**config.mk**
```make
export PLATFORM = sky130hd
export DESIGN_NAME = mcu_control_unit
export DESIGN_NICKNAME = d
export VERILOG_FILES = /design/src/rtl/mcu_control_unit.sv
export SDC_FILE = /design/constraint.sdc
export NUM_CORES = 1
export LEC_CHECK = 0
export ABC_AREA = 1
export BUFFER_PORTS_ARGS = -buffer_cell sky130_fd_sc_hd__buf_2
export CORE_ASPECT_RATIO = 0.7
export CORE_MARGIN = 5
export CORE_UTILIZATION = 45
export CTS_BUF_LIST = sky130_fd_sc_hd__clkbuf_2 sky130_fd_sc_hd__clkbuf_4 sky130_fd_sc_hd__clkbuf_8
export CTS_CLUSTER_SIZE = 8
export DETAILED_ROUTE_END_ITERATION = 16
export GPL_TIMING_DRIVEN = 1
export PLACE_DENSITY = 0.69
export SLEW_MARGIN = 15
export SYNTH_ARGS = -nofsm -noshare
export SYNTH_HDL_FRONTEND = slang
export SYNTH_SLANG_ARGS = --single-unit
```
**constraint.sdc**
```tcl
create_clock -name clk -period 1.45 [get_ports clk]
set_input_delay 0.0725 -clock clk [delete_from_list [all_inputs] [get_ports clk]]
set_output_delay 0.0725 -clock clk [all_outputs]
set_load 0.005 [all_outputs]
```
**src/rtl/mcu_control_unit.sv**
```systemverilog
// mcu_control_unit: fetch/decode/execute sequencer driving the ALU, holding PC, accumulator and flags.
// Define MCU_CTRL_ILLEGAL_TRAP_EN to trap illegal classes into HALT; otherwise they execute as NOP.
module mcu_control_unit #(
  parameter logic [7:0] PC_RESET = 8'h00
) (
  input  logic        clk,
  input  logic        rst_n,
  input  logic        run,
  output logic [7:0]  pm_addr,
  input  logic [15:0] pm_data,
  output logic [7:0]  alu_op1,
  output logic [7:0]  alu_op2,
  output logic [3:0]  alu_mode,
  output logic        alu_en,
  input  logic [7:0]  alu_out,
  input  logic [3:0]  alu_cflags,
  output logic [7:0]  acc,
  output logic [3:0]  flags,
  output logic        halted,
  output logic        illegal
);
  typedef enum logic [1:0] {FETCH, DECODE, EXEC, HALT} state_t;
  state_t     state_q;
  logic [7:0] pc_q, pc_d, pm_addr_q, acc_q, op1_q, op2_q, imm_q;
  logic [3:0] cls_q, mode_q, flags_q;
  logic       en_q, halted_q;
`ifdef MCU_CTRL_ILLEGAL_TRAP_EN
  logic illegal_q;
  logic trap;
  assign trap = (cls_q >= 4'h5) && (cls_q <= 4'hE);
  assign illegal = illegal_q;
`else
  assign illegal = 1'b0;
`endif
  // pc_q already holds PC+1 in EXEC, so fall-through needs no extra add
  assign pc_d = (cls_q == 4'h1 || (cls_q == 4'h2 && flags_q[3])) ? imm_q : pc_q;
  always_ff @(posedge clk or negedge rst_n) begin
    if (!rst_n) begin
      state_q   <= FETCH;
      pc_q      <= PC_RESET;
      pm_addr_q <= PC_RESET;
      acc_q     <= 8'h00;
      flags_q   <= 4'h0;
      op1_q     <= 8'h00;
      op2_q     <= 8'h00;
      mode_q    <= 4'h0;
      imm_q     <= 8'h00;
      cls_q     <= 4'h0;
      en_q      <= 1'b0;
      halted_q  <= 1'b0;
`ifdef MCU_CTRL_ILLEGAL_TRAP_EN
      illegal_q <= 1'b0;
`endif
    end else begin
      case (state_q)
        FETCH: state_q <= run ? DECODE : FETCH;
        DECODE: begin
          cls_q   <= pm_data[15:12];
          imm_q   <= pm_data[7:0];
          pc_q    <= pc_q + 8'd1;
          op1_q   <= acc_q;
          op2_q   <= pm_data[7:0];
          mode_q  <= pm_data[11:8];
          en_q    <= pm_data[15:12] == 4'h3;
          state_q <= EXEC;
        end
        EXEC: begin
          en_q      <= 1'b0;
          pc_q      <= pc_d;
          pm_addr_q <= pc_d;
          if (cls_q == 4'h3) begin
            acc_q   <= alu_out;
            flags_q <= alu_cflags;
          end else if (cls_q == 4'h4) acc_q <= imm_q;
`ifdef MCU_CTRL_ILLEGAL_TRAP_EN
          state_q  <= (cls_q == 4'hF || trap) ? HALT : FETCH;
          halted_q <= cls_q == 4'hF || trap;
          if (trap) illegal_q <= 1'b1;
`else
          state_q  <= (cls_q == 4'hF) ? HALT : FETCH;
          halted_q <= cls_q == 4'hF;
`endif
        end
        default: state_q <= HALT;
      endcase
    end
  end
  assign pm_addr  = pm_addr_q;
  assign alu_op1  = op1_q;
  assign alu_op2  = op2_q;
  assign alu_mode = mode_q;
  assign alu_en   = en_q;
  assign acc      = acc_q;
  assign flags    = flags_q;
  assign halted   = halted_q;
endmodule

```
Word level (Yosys, flattened, before mapping)
Cells that the tools add are included.
Storage, ports and cells
  word-level logic and storage cells: 35
  input bits: 31
  bits in registers: 56
  output and inout bits: 43
Operators by class
  multiplexer cells: 8
  add/sub/neg operators: 1
  equal/unequal tests: 8
  reduce and logical (&&, ||, !) cells: 7
Operator list (number)
  two-way mux 8 bit: 3
  one-hot mux 8 bit (2 select lines): 1
  equality test 4 x 2 -> 1 bit (second input constant): 3
  adder 8 x 1 -> 8 bit (second input constant): 1
  one-hot mux 2 bit (3 select lines): 1
  equality test 4 x 1 -> 1 bit (second input constant): 1
  equality test 4 x 3 -> 1 bit (second input constant): 1
  equality test 4 bit (second input constant): 1
  AND reduction 2 bit: 2
  nonzero test 2 bit: 2
  equality test 2 x 1 -> 1 bit (second input constant): 1
  equality test 2 bit (second input constant): 1
  zero test 2 bit: 1
  two-way mux 2 bit: 1
  one-hot mux 1 bit (2 select lines): 1
  logical AND 1 bit: 1
  logical OR 1 bit: 1
  two-way mux 1 bit: 1

Depth between registers and ports, before layout
Gate-level depths: netlist of run 1.
  depth in word-level cells: 5
  gate-level depth with buffers: 9
  gate-level depth less buffers: 9

Least setup slack after synthesis of run 1
No wires, ideal clock.
  path type: register to register
  from: register state_q[0]
  to: register acc_q[6] (netlist: acc[6])
  library setup time: 0.074 ns
  slack: 0.044 ns
  clock period less this slack: 1.406 ns
  required time: 1.376 ns
  cell stages (with the launch flop): 8
  arrival time: 1.332 ns
  cell sequence: dfrtp_1 inv_1 ha_1 inv_2 o21ai_4 buf_6 o211ai_2 o21ai_2
Between the ends
  word-level cells in the longest chain between the ends: 2
RTL lines
  start, declared: line 23  | state_t state_q;
  start signal, assigned: line 56  | FETCH: state_q <= run ? DECODE : FETCH;
  start signal, assigned: line 80  | state_q <= (cls_q == 4'hF) ? HALT : FETCH;
  equality test 2 bit: line 55  | case (state_q)
  AND reduction 2 bit (no line)
  end signal, assigned: line 72  | acc_q <= alu_out;
  end signal, assigned: line 74  | end else if (cls_q == 4'h4) acc_q <= imm_q;
  end, declared: line 24  | logic [7:0] pc_q, pc_d, pm_addr_q, acc_q, op1_q, op2_q, imm_q;
No other way between the ends.
A chain may end at the register's enable or synchronous reset.

Final worst setup path of run 1
  from: register state_q[1]
  to: register flags_q[0] (netlist: flags[0])
Between the ends
  word-level cells in the longest chain between the ends: 2
RTL lines
  equality test 2 bit: line 55
  AND reduction 2 bit (no line)
  end signal, assigned: line 73  | flags_q <= alu_cflags;
  end, declared: line 25  | logic [3:0] cls_q, mode_q, flags_q;
No other way between the ends.

==> run_results.csv, run 1 <==
group,metric,value,unit
run_status,outcome,"finished clean",
timing,rsz0062_at_grt,"true",
floorplan,die_h,74.1,µm
min_path,hp-class,"in2reg",
logic_synthesis,synth_cell_type_count,30,
global_route,grt_max_degree,57,
global_route,grt_usage,18.6,%
setup_path,critical_path_buf_inv_count,2,
routing,wl,6.58,mm
timing,drv_slew,0,
routing,vias_per_cell,4.87,
routing,route.detailed.drc,0,
finish,syn2layout_area_growth,34.9,%
place,port_buffers,72,
setup_path,crit_chain,"ha_4, buf_6, nand3_4, buf_12, mux2_2",
place,dp_hpwl,4.55,mm
floorplan,start_util,46.3,%
cts,clkLatencyLatePin,0.30,ns
cts,cts_tree,"done",
logic_synthesis,synth_edf_count,0,
cts,clkSinkCount,56,
floorplan,rows,23,
global_route,grt_pass1_wl,10.9,mm
power_and_ir_drop,ir_worst_vdd,0.983,mV
logic_synthesis,seq_area_frac_synth,53.1,%
setup_path,slowest_delay,0.44,ns
finish,n_fill_cell,488,
floorplan,die_w,102,µm
routing,firstDrtPassIters,4,
setup_path,crit_required,1.64,ns
timing,setup-violations-final,0,
routing,num_vias,2347,
cts,clock-root-buffer,"clkbuf_8",
setup_path,cp.arrival,1.62,ns
cts,clk_pin_slew,0.10,ns
timing,finClkSkew,0.00644,ns
timing,finalCritPeriodShare,98.3,%
place,dp.cells,445,
cts,htreeDepth,2,
routing,postRouteAntennaNets,0,
setup_path,critPathTopFamily,"flip-flops",
logic_synthesis,yosysTopAreaCell,"dfrtp_1",
setup_path,crit_fanout,4,
timing,hold_viol,0,
finish,drive_above_1_share,31.9,%
place,gp_congestion,0.795,
logic_synthesis,syn-num-nets,335,
logic_synthesis,syn-cell-area,2640,µm²
setup_path,worstSetupPathType,"reg2reg",
finish,final_util,62.5,%
routing,drt_iter0_markers,97,
logic_synthesis,synthArstFlopShare,100,%
logic_synthesis,yosysTopAreaCellShare,53.1,%
logic_synthesis,postSynthCellCount,299,
logic_synthesis,synth_common_cells,"nand2_1 (98), dfrtp_1 (56), inv_1 (30)",
global_route,antenna_found_initial,0,
power_and_ir_drop,power_density,2070,nW/µm²
logic_synthesis,netlist_top_cells_area,"dfrtp_1 (53%), nand2_1 (14%), o21ai_0 (5.3%), inv_1 (4.3%), nand3_1 (3.4%)",
setup_path,start_kind,"flop",
routing,wl_per_cell,13.7,µm
logic_synthesis,yosysWarnings,0,
job,maxCapViolations,0,
logic_synthesis,synth.most_common_cell,"nand2_1",
finish,nets,443,
logic_synthesis,avgSynthCellArea,8.83,µm²
power_and_ir_drop,leakagePower,0.00189,µW
finish,n_antenna_cell,0,
floorplan,io_pins,74,
setup_path,crit_path_top_delay_cell,"dfrtp_1",
timing,fin_tns_setup,0,ns
cts,ctsLongestPathBuffers,2,
logic_synthesis,ys_seq_elements,56,
global_route,first_global_vias,2272,
timing,finalCriticalPeriod,1.42,ns
logic_synthesis,ys.flop_type,"dfrtp_1",
finish,fin_cells,482,
cts,cts_buffers,5,
global_route,grt-ovfl-total,0,
floorplan,die_area,7520,µm²
timing,max_freq,0.702,GHz
setup_path,end_kind,"flop",
floorplan,core-area,5700,µm²
-- state kept, by name (all words and copies together), names as in the netlist --
register  flops
flags         4
state_q       2
acc           8
pc_q          8
alu_op1       8
cls_q         4
pm_addr       8
halted        1
alu_mode      4
alu_en        1
imm_q         8
-- logic make-up after synthesis --
group / after synthesis / synth area share (%)
mux: 4 / 1.71
other cells: 1 / 0.142
flops: 56 / 53.1
fa+ha+maj: 5 / 2.37
simple gates: 141 / 24.2
buf+inv: 44 / 7.21
compound gates: 48 / 11.3
-- area by class of cell --
| type | count | area [µm²] | share of cell area (%) |
|---|---|---|---|
| Sequential cell | 56 | 1400 | 39.5 |
| Multi-Input combinational cell | 200 | 1100 | 30.8 |
| Timing Repair Buffer | 111 | 754 | 21.2 |
| Inverter | 33 | 129 | 3.62 |
| Tap cell | 75 | 93.8 | 2.64 |
| Clock buffer | 6 | 76.3 | 2.14 |
| Clock inverter | 1 | 5.00 | 0.141 |
-- final timing paths --
| check | end | depth (start not counted) | slack [ns] | start |
|---|---|---|---|---|
| max in group asynchronous | cls_q[2] | 3 | 0.87 | rst_n |
| worst max register to register | flags[0] | 5 | 0.03 | state_q[1] |
| worst min-delay path | acc[6] | 3 | 0.02 | alu_out[6] |
| min in group asynchronous | alu_op1[4] | 3 | 0.30 | rst_n |
| worst max-delay path | flags[0] | 5 | 0.03 | state_q[1] |
| worst min register to register | alu_mode[2] | 2 | 0.48 | alu_mode[2] |
-- layout by cell type, fill, tap and decap left out, types with 9 or more instances in the layout --
cell,count
dlygate4sd3_1,21
inv_1,27
nand2_1,98
nor2_1,9
buf_2,72
dfrtp_1,54
buf_4,12
nand3_1,18
o21ai_0,27
-- through the flow --
stage | total power, µW | worst slack [ns] | hold slack, ns | cell area [µm²]
after floorplan | 4930 | 0.0443 | -0.223 | 2640
after global placement | 6110 | -0.00750 | 0.0937 | 3120
after detailed placement | 6190 | -0.120 | 0.0986 | 3120
after CTS | 7140 | -0.00686 | 0.0120 | 3430
after global routing | 8090 | -0.0339 | 0.0227 | 3560
final | 7380 | 0.0252 | 0.0200 | 3560
-- layer usage --
metal | vias up | share of wire (%) | GRT usage [%]
met5 | - | 0 | 0
met4 | 0 | 1.6 | 5.16
met3 | 11 | 6.3 | 4.97
met2 | 63 | 46 | 30.2
met1 | 1099 | 46 | 24.8
li1 | 1174 | - | -
-- power by group --
group | internal (µW) | switching [µW] | total [µW]
sequential | 2320 | 514 | 2830
combinational | 1610 | 2120 | 3730
clock | 349 | 469 | 818
-- timing repair --
item                                    CTS  global route
endpoints found under the setup margin   15            17
hold buffers                             21             0
cloned                                    1             0
gates resized for setup                   3            12
endpoints found under the hold margin    76             0
pin swaps                                 3             9
setup buffers                             1             7
-- worst min-delay path, delay by kind of cell --
family | cells | cell delay (ns)
buf+inv | 1 | 0.08
compound gates | 2 | 0.13
No activity file was read; power rests on OpenSTA's default activity.
==> run 2: changes to the inputs <==
--- a/config.mk
+++ b/config.mk
@@ -7,7 +7,7 @@
 export LEC_CHECK = 0
 export ABC_AREA = 1
 export BUFFER_PORTS_ARGS = -buffer_cell sky130_fd_sc_hd__buf_2
-export CORE_ASPECT_RATIO = 0.7
+export CORE_ASPECT_RATIO = 1.1
 export CORE_MARGIN = 5
 export CORE_UTILIZATION = 45
 export CTS_BUF_LIST = sky130_fd_sc_hd__clkbuf_2 sky130_fd_sc_hd__clkbuf_4 sky130_fd_sc_hd__clkbuf_8
==> run 2 against run 1 <==
  * Power fell by 0.65%
  * Hold slack got worse by 0.0055 ns
  * Final area fell by 1.1%
  * Final cell count rose by 0.21%
  * Non-clock buffer count fell by 2
  * Sequential power barely moved
  * Global-route usage rose by 0.36 points
  * First-iteration DRC count rose by 69%
  * Clock skew rose by 0.0066 ns
  * Die area fell by 0.30%
  * Critical path depth rose by 2
  * Critical endpoint is now acc[6]
  * Largest power group unchanged
==> run_results.csv, run 2 (same netlist as run 1, synthesis figures left out) <==
group,metric,value,unit
run_status,outcome,"finished clean",
global_route,grt_max_degree,57,
min_path,hp-start,"alu_out[7]",
power_and_ir_drop,power_density,2080,nW/µm²
floorplan,core-area,5730,µm²
global_route,grt_usage,18.9,%
global_route,grt-ovfl-total,0,
timing,hold_viol,0,
routing,vias_per_cell,4.84,
cts,clkSinkCount,56,
floorplan,start_util,46.0,%
floorplan,die_w,83.0,µm
floorplan,die_h,90.3,µm
place,port_buffers,72,
power_and_ir_drop,leakagePower,0.00188,µW
power_and_ir_drop,ir_worst_vdd,0.875,mV
global_route,antenna_found_initial,0,
setup_path,crit_path_top_delay_cell,"dfrtp_1",
setup_path,crit_fanout,8,
floorplan,die_area,7500,µm²
setup_path,r2r_cells,7,
routing,drt_iter0_markers,164,
cts,cts_tree,"done",
routing,met2_length,3.38,mm
routing,wl,6.55,mm
routing,route.detailed.drc,0,
setup_path,slowest_delay,0.40,ns
timing,max_freq,0.744,GHz
routing,firstDrtPassIters,4,
setup_path,crit_chain,"inv_2, ha_4, buf_4, nand3_4, o21ai_4, buf_4, o21ai_2",
global_route,grt_pass1_wl,11.7,mm
cts,ctsLongestPathBuffers,2,
floorplan,io_pins,74,
finish,fin_cells,483,
finish,syn2layout_area_growth,33.4,%
timing,finalCritPeriodShare,92.7,%
floorplan,rows,29,
finish,n_antenna_cell,0,
setup_path,crit_top_cell,"buf_4",
place,gp_congestion,0.795,
setup_path,worstReg2RegStart,"state_q[0]",
setup_path,cp.arrival,1.57,ns
setup_path,setup.worst_path.start,"state_q[0]",
cts,clkLatencyLatePin,0.32,ns
routing,top_layer_used,"met4",
cts,clk_pin_slew,0.11,ns
setup_path,end_kind,"flop",
timing,finalCriticalPeriod,1.34,ns
place,dp_hpwl,4.53,mm
timing,finClkSkew,0.0131,ns
cts,clock-root-buffer,"clkbuf_8",
place,dp.cells,448,
routing,wl_met1,2.75,mm
finish,n_fill_cell,525,
finish,nets,441,
setup_path,worstSetupPathType,"reg2reg",
timing,drv_slew,0,
finish,drive_above_1_share,30.8,%
min_path,hp-class,"in2reg",
cts,htreeDepth,2,
cts,cts_buffers,5,
min_path,hold_depth,3,
routing,num_vias,2340,
timing,setup-violations-final,0,
global_route,first_global_vias,2421,
setup_path,crit_required,1.67,ns
finish,final_util,61.4,%
finish,mostFrequentLayoutCells,"nand2_1 (98), buf_2 (72), dfrtp_1 (54), inv_1 (29), o21ai_0 (26)",
setup_path,start_kind,"flop",
timing,rsz0062_at_grt,"false",
job,maxCapViolations,0,
finish,layout_commonest_cell,"nand2_1",
routing,wl_per_cell,13.6,µm
routing,postRouteAntennaNets,0,
routing,wl_met3,339,µm
[run 2: cell types whose count changed in the layout (fill, tap and decap cells not counted), sizes merged]
cell and delta:
buf -3, clkbuf -1, clkinvlp -1, dlygate4sd3 +1, inv +3
[run 2: final cells by class]
type	count	area (µm²)	area share, %
Clock buffer	5	68.8	1.95
Timing Repair Buffer	109	722	20.5
Tap cell	77	96.3	2.74
Multi-Input combinational cell	200	1080	30.6
Inverter	33	128	3.62
Clock inverter	3	26.3	0.746
Sequential cell	56	1400	39.9
[run 2: final timing paths]
path,endpoint,slack [ns]
worst max-delay path,acc[6],0.11
worst min-delay path,acc[7],0.01
worst max register to register,acc[6],0.11
worst min register to register,alu_mode[2],0.48
max in group asynchronous,cls_q[2],0.89
min in group asynchronous,alu_mode[3],0.27
[run 2: report_power, final]
| group | total [µW] | internal [µW] | switching, µW |
|---|---|---|---|
| combinational | 3590 | 1510 | 2080 |
| sequential | 2820 | 2320 | 508 |
| clock | 910 | 357 | 553 |
| total | 7330 | 4190 | 3140 |
[run 2: worst max-delay path: cells and delay by family, from the launching register on]
family          cells  cell delay, ns
fa+ha+maj           1            0.14
buf+inv             3            0.38
simple gates        1            0.14
flops               1            0.40
compound gates      2            0.20
[run 2: stage by stage]
step,hold WS [ns],power [µW],setup WS (ns),area (µm²),TNS (ns)
6_report,0.0145,7330,0.105,3520,0
5_1_grt,0.00958,8070,0.0150,3520,0
4_1_cts,0.00847,7300,0.0139,3490,0
3_5_place_dp,0.0948,6270,-0.0654,3140,-0.325
3_3_place_gp,0.0920,6160,0.0312,3140,0
2_1_floorplan,-0.223,4930,0.0443,2640,0
[run 2: timing repair]
action                                  4_1_cts  5_1_grt
setup buffers                                 3        1
pin swaps                                     0        5
gates cloned                                  1        0
hold endpoints to repair                     77        0
resized for setup                             1        9
endpoints found under the setup margin        8       19
hold buffers                                 22        0
[run 2: metal layers]
metal / vias to the layer above / GRT usage (%)
met2: 67 / 32.3
li1: 1170 / -
met5: - / 0
met1: 1096 / 24.2
met3: 7 / 4.47
met4: 0 / 4.77
==> run 3: changes to the inputs <==
==> constraint.sdc (replaced) <==
create_clock -name clk -period 1.15 [get_ports clk]
set_input_delay 0.0575 -clock clk [delete_from_list [all_inputs] [get_ports clk]]
set_output_delay 0.0575 -clock clk [all_outputs]
set_load 0.005 [all_outputs]
==> run 3 against run 2 <==
  * The run now ends with setup timing left
  * Final area up 17%
  * Clock skew rose by 0.0015 ns
  * Clock power grew 30%
  * Critical path depth unchanged
  * Wire length grew 16%
  * Flip-flop and latch count is the same
  * Utilization grew 11 points
  * Count of clock-buffer cells in the layout grew 1
  * Power increased by 60%
  * Maximum frequency hardly changed
  * Die area is the same
  * Sequential power up 29%
  * Largest cell class unchanged
  * Highest routed layer unchanged
==> run_results.csv, run 3 (same netlist as run 1, synthesis figures left out) <==
group,metric,value,unit
timing,setup-violations-final,54,
power_and_ir_drop,pwr-share-seq,31.1,%
power_and_ir_drop,power_density,2840,nW/µm²
place,gp_congestion,0.844,
timing,setup_ws,-0.194,ns
run_status,violations,"setup timing",
cts,ctsLongestPathBuffers,2,
finish,layout_commonest_cell,"nand2_1",
timing,finalCritPeriodShare,117,%
setup_path,start_kind,"flop",
finish,nets,469,
min_path,hold_depth,3,
timing,max_freq,0.744,GHz
floorplan,die_h,90.3,µm
setup_path,crit_chain,"inv_2, ha_4, inv_4, o21ai_4, buf_12, o211ai_1, o21ai_1",
setup_path,end_kind,"flop",
power_and_ir_drop,power.share.combinational,58.8,%
floorplan,rows,29,
timing,finalCriticalPeriod,1.34,ns
setup_path,worst-r2r-setup-slack,-0.19,ns
global_route,grt_pass1_wl,12.1,mm
finish,final_area,4130,µm²
timing,rsz0062_at_grt,"true",
setup_path,r2r_end,"acc[5]",
setup_path,worstSetupPathType,"reg2reg",
routing,route.detailed.drc,0,
cts,cts_tree,"done",
power_and_ir_drop,leakagePower,0.00210,µW
finish,mostFrequentLayoutCells,"nand2_1 (74), buf_2 (72), dfrtp_1 (54), inv_1 (26), dlygate4sd3_1 (23)",
power_and_ir_drop,ir_worst_vdd,1.57,mV
routing,firstDrtPassIters,4,
finish,syn2layout_area_growth,56.5,%
run_status,outcome,"finished with violations",
routing,wl,7.63,mm
setup_path,cp.arrival,1.58,ns
power_and_ir_drop,switching_share,43.3,%
setup_path,crit_required,1.39,ns
place,placed_cell_area,3250,µm²
finish,drive_above_1_share,48.4,%
setup_path,worstReg2RegStart,"state_q[0]",
cts,clkSinkCount,56,
cts,cts_buffers,5,
timing,hold_viol,0,
place,dp_hpwl,4.63,mm
cts,clock-root-buffer,"clkbuf_8",
power_and_ir_drop,netSwitchingPower,5070,µW
routing,num_vias,2590,
global_route,grt_usage,19.8,%
setup_path,slowest_delay,0.41,ns
global_route,grt_max_degree,57,
routing,wl_per_cell,14.9,µm
setup_path,crit_fanout,16,
floorplan,core-area,5730,µm²
setup_path,critical_path_buf_inv_count,3,
global_route,grt-ovfl-total,0,
routing,postRouteAntennaNets,0,
cts,clk_pin_slew,0.10,ns
routing,drt_iter0_markers,203,
timing,drv_slew,0,
power_and_ir_drop,finalPower,11700,µW
timing,whs,0.00496,ns
power_and_ir_drop,power.internal,6640,µW
floorplan,die_w,83.0,µm
finish,n_fill_cell,439,
global_route,antenna_found_initial,0,
min_path,hp-class,"in2reg",
place,pre_cts_ws,-0.208,ns
setup_path,critPathTopFamily,"flip-flops",
floorplan,start_util,46.0,%
min_path,hold_path_end,"acc[7]",
place,port_buffers,72,
setup_path,crit_path_top_delay_cell,"dfrtp_1",
cts,clkLatencyLatePin,0.32,ns
timing,finClkSkew,0.0146,ns
setup_path,path_depth,7,
power_and_ir_drop,p_clk_share,10.1,%
setup_path,r2r_cells,7,
cts,htreeDepth,2,
routing,vias_per_cell,5.07,
job,maxCapViolations,0,
finish,n_antenna_cell,0,
floorplan,io_pins,74,
min_path,hp-start,"alu_out[7]",
floorplan,die_area,7500,µm²
global_route,first_global_vias,2509,
## run 3: power by group through the flow
stage / combinational (µW) / clock (µW) / sequential [µW]
4_1_cts: 6050 / 1180 / 3570
3_3_place_gp: 4600 / 0 / 3530
6_report: 6890 / 1180 / 3640
3_5_place_dp: 4680 / 0 / 3560
2_1_floorplan: 2850 / 0 / 3590
5_1_grt: 7510 / 1260 / 3760
## run 3: cell type report
cell class	count	area [µm²]	area share, %
sequential	56	1400	34.0
clock inverter	2	15.0	0.364
inverter	33	146	3.55
clock buffer	6	82.6	2.00
timing repair buffer	133	1020	24.7
timing repair inverter	4	41.3	1.00
tap	77	96.3	2.33
multi-input combinational	200	1330	32.1
## run 3: layer usage
metal / track usage, % / share of wire, % / vias to the layer above
li1: - / - / 1239
met1: 25.5 / 42 / 1252
met2: 33.2 / 50 / 86
met3: 4.65 / 5.5 / 13
met4: 5.86 / 1.8 / 0
met5: 0 / 0 / -
## run 3: metrics by stage
stage | TNS, ns | utilization (%) | cells
final | -4.98 | 72.0 | 511
after global routing | -8.22 | 72.0 | 511
after CTS | -4.65 | 68.6 | 507
after detailed placement | -6.67 | 56.7 | 458
after global placement | -5.04 | 56.7 | 458
after floorplan | -1.22 | - | 299
## run 3: worst max path at each step
stage / endpoint / start
after floorplan: acc[6] / state_q[0]
after global placement: pc_q[7] / state_q[1]
after detailed placement: pc_q[7] / state_q[1]
after CTS: acc[5] / state_q[0]
after global routing: acc[5] / state_q[0]
final: acc[5] / state_q[0]
## run 3: worst reg2reg max path, stage by stage (launching register included)
cell and delay, ns:
dfrtp_1 0.41, inv_2 0.08, ha_4 0.19, inv_4 0.09, o21ai_4 0.15, buf_12 0.16, o211ai_1 0.09, o21ai_1 0.09
## run 3: timing repair
| item | in CTS | in global routing |
|---|---|---|
| cloned | 7 | 0 |
| resized for setup | 80 | 46 |
| pin swaps | 8 | 12 |
| setup buffers | 11 | 7 |
| endpoints found under the setup margin | 55 | 56 |
| hold endpoints to repair | 78 | 0 |
| hold buffers | 23 | 0 |
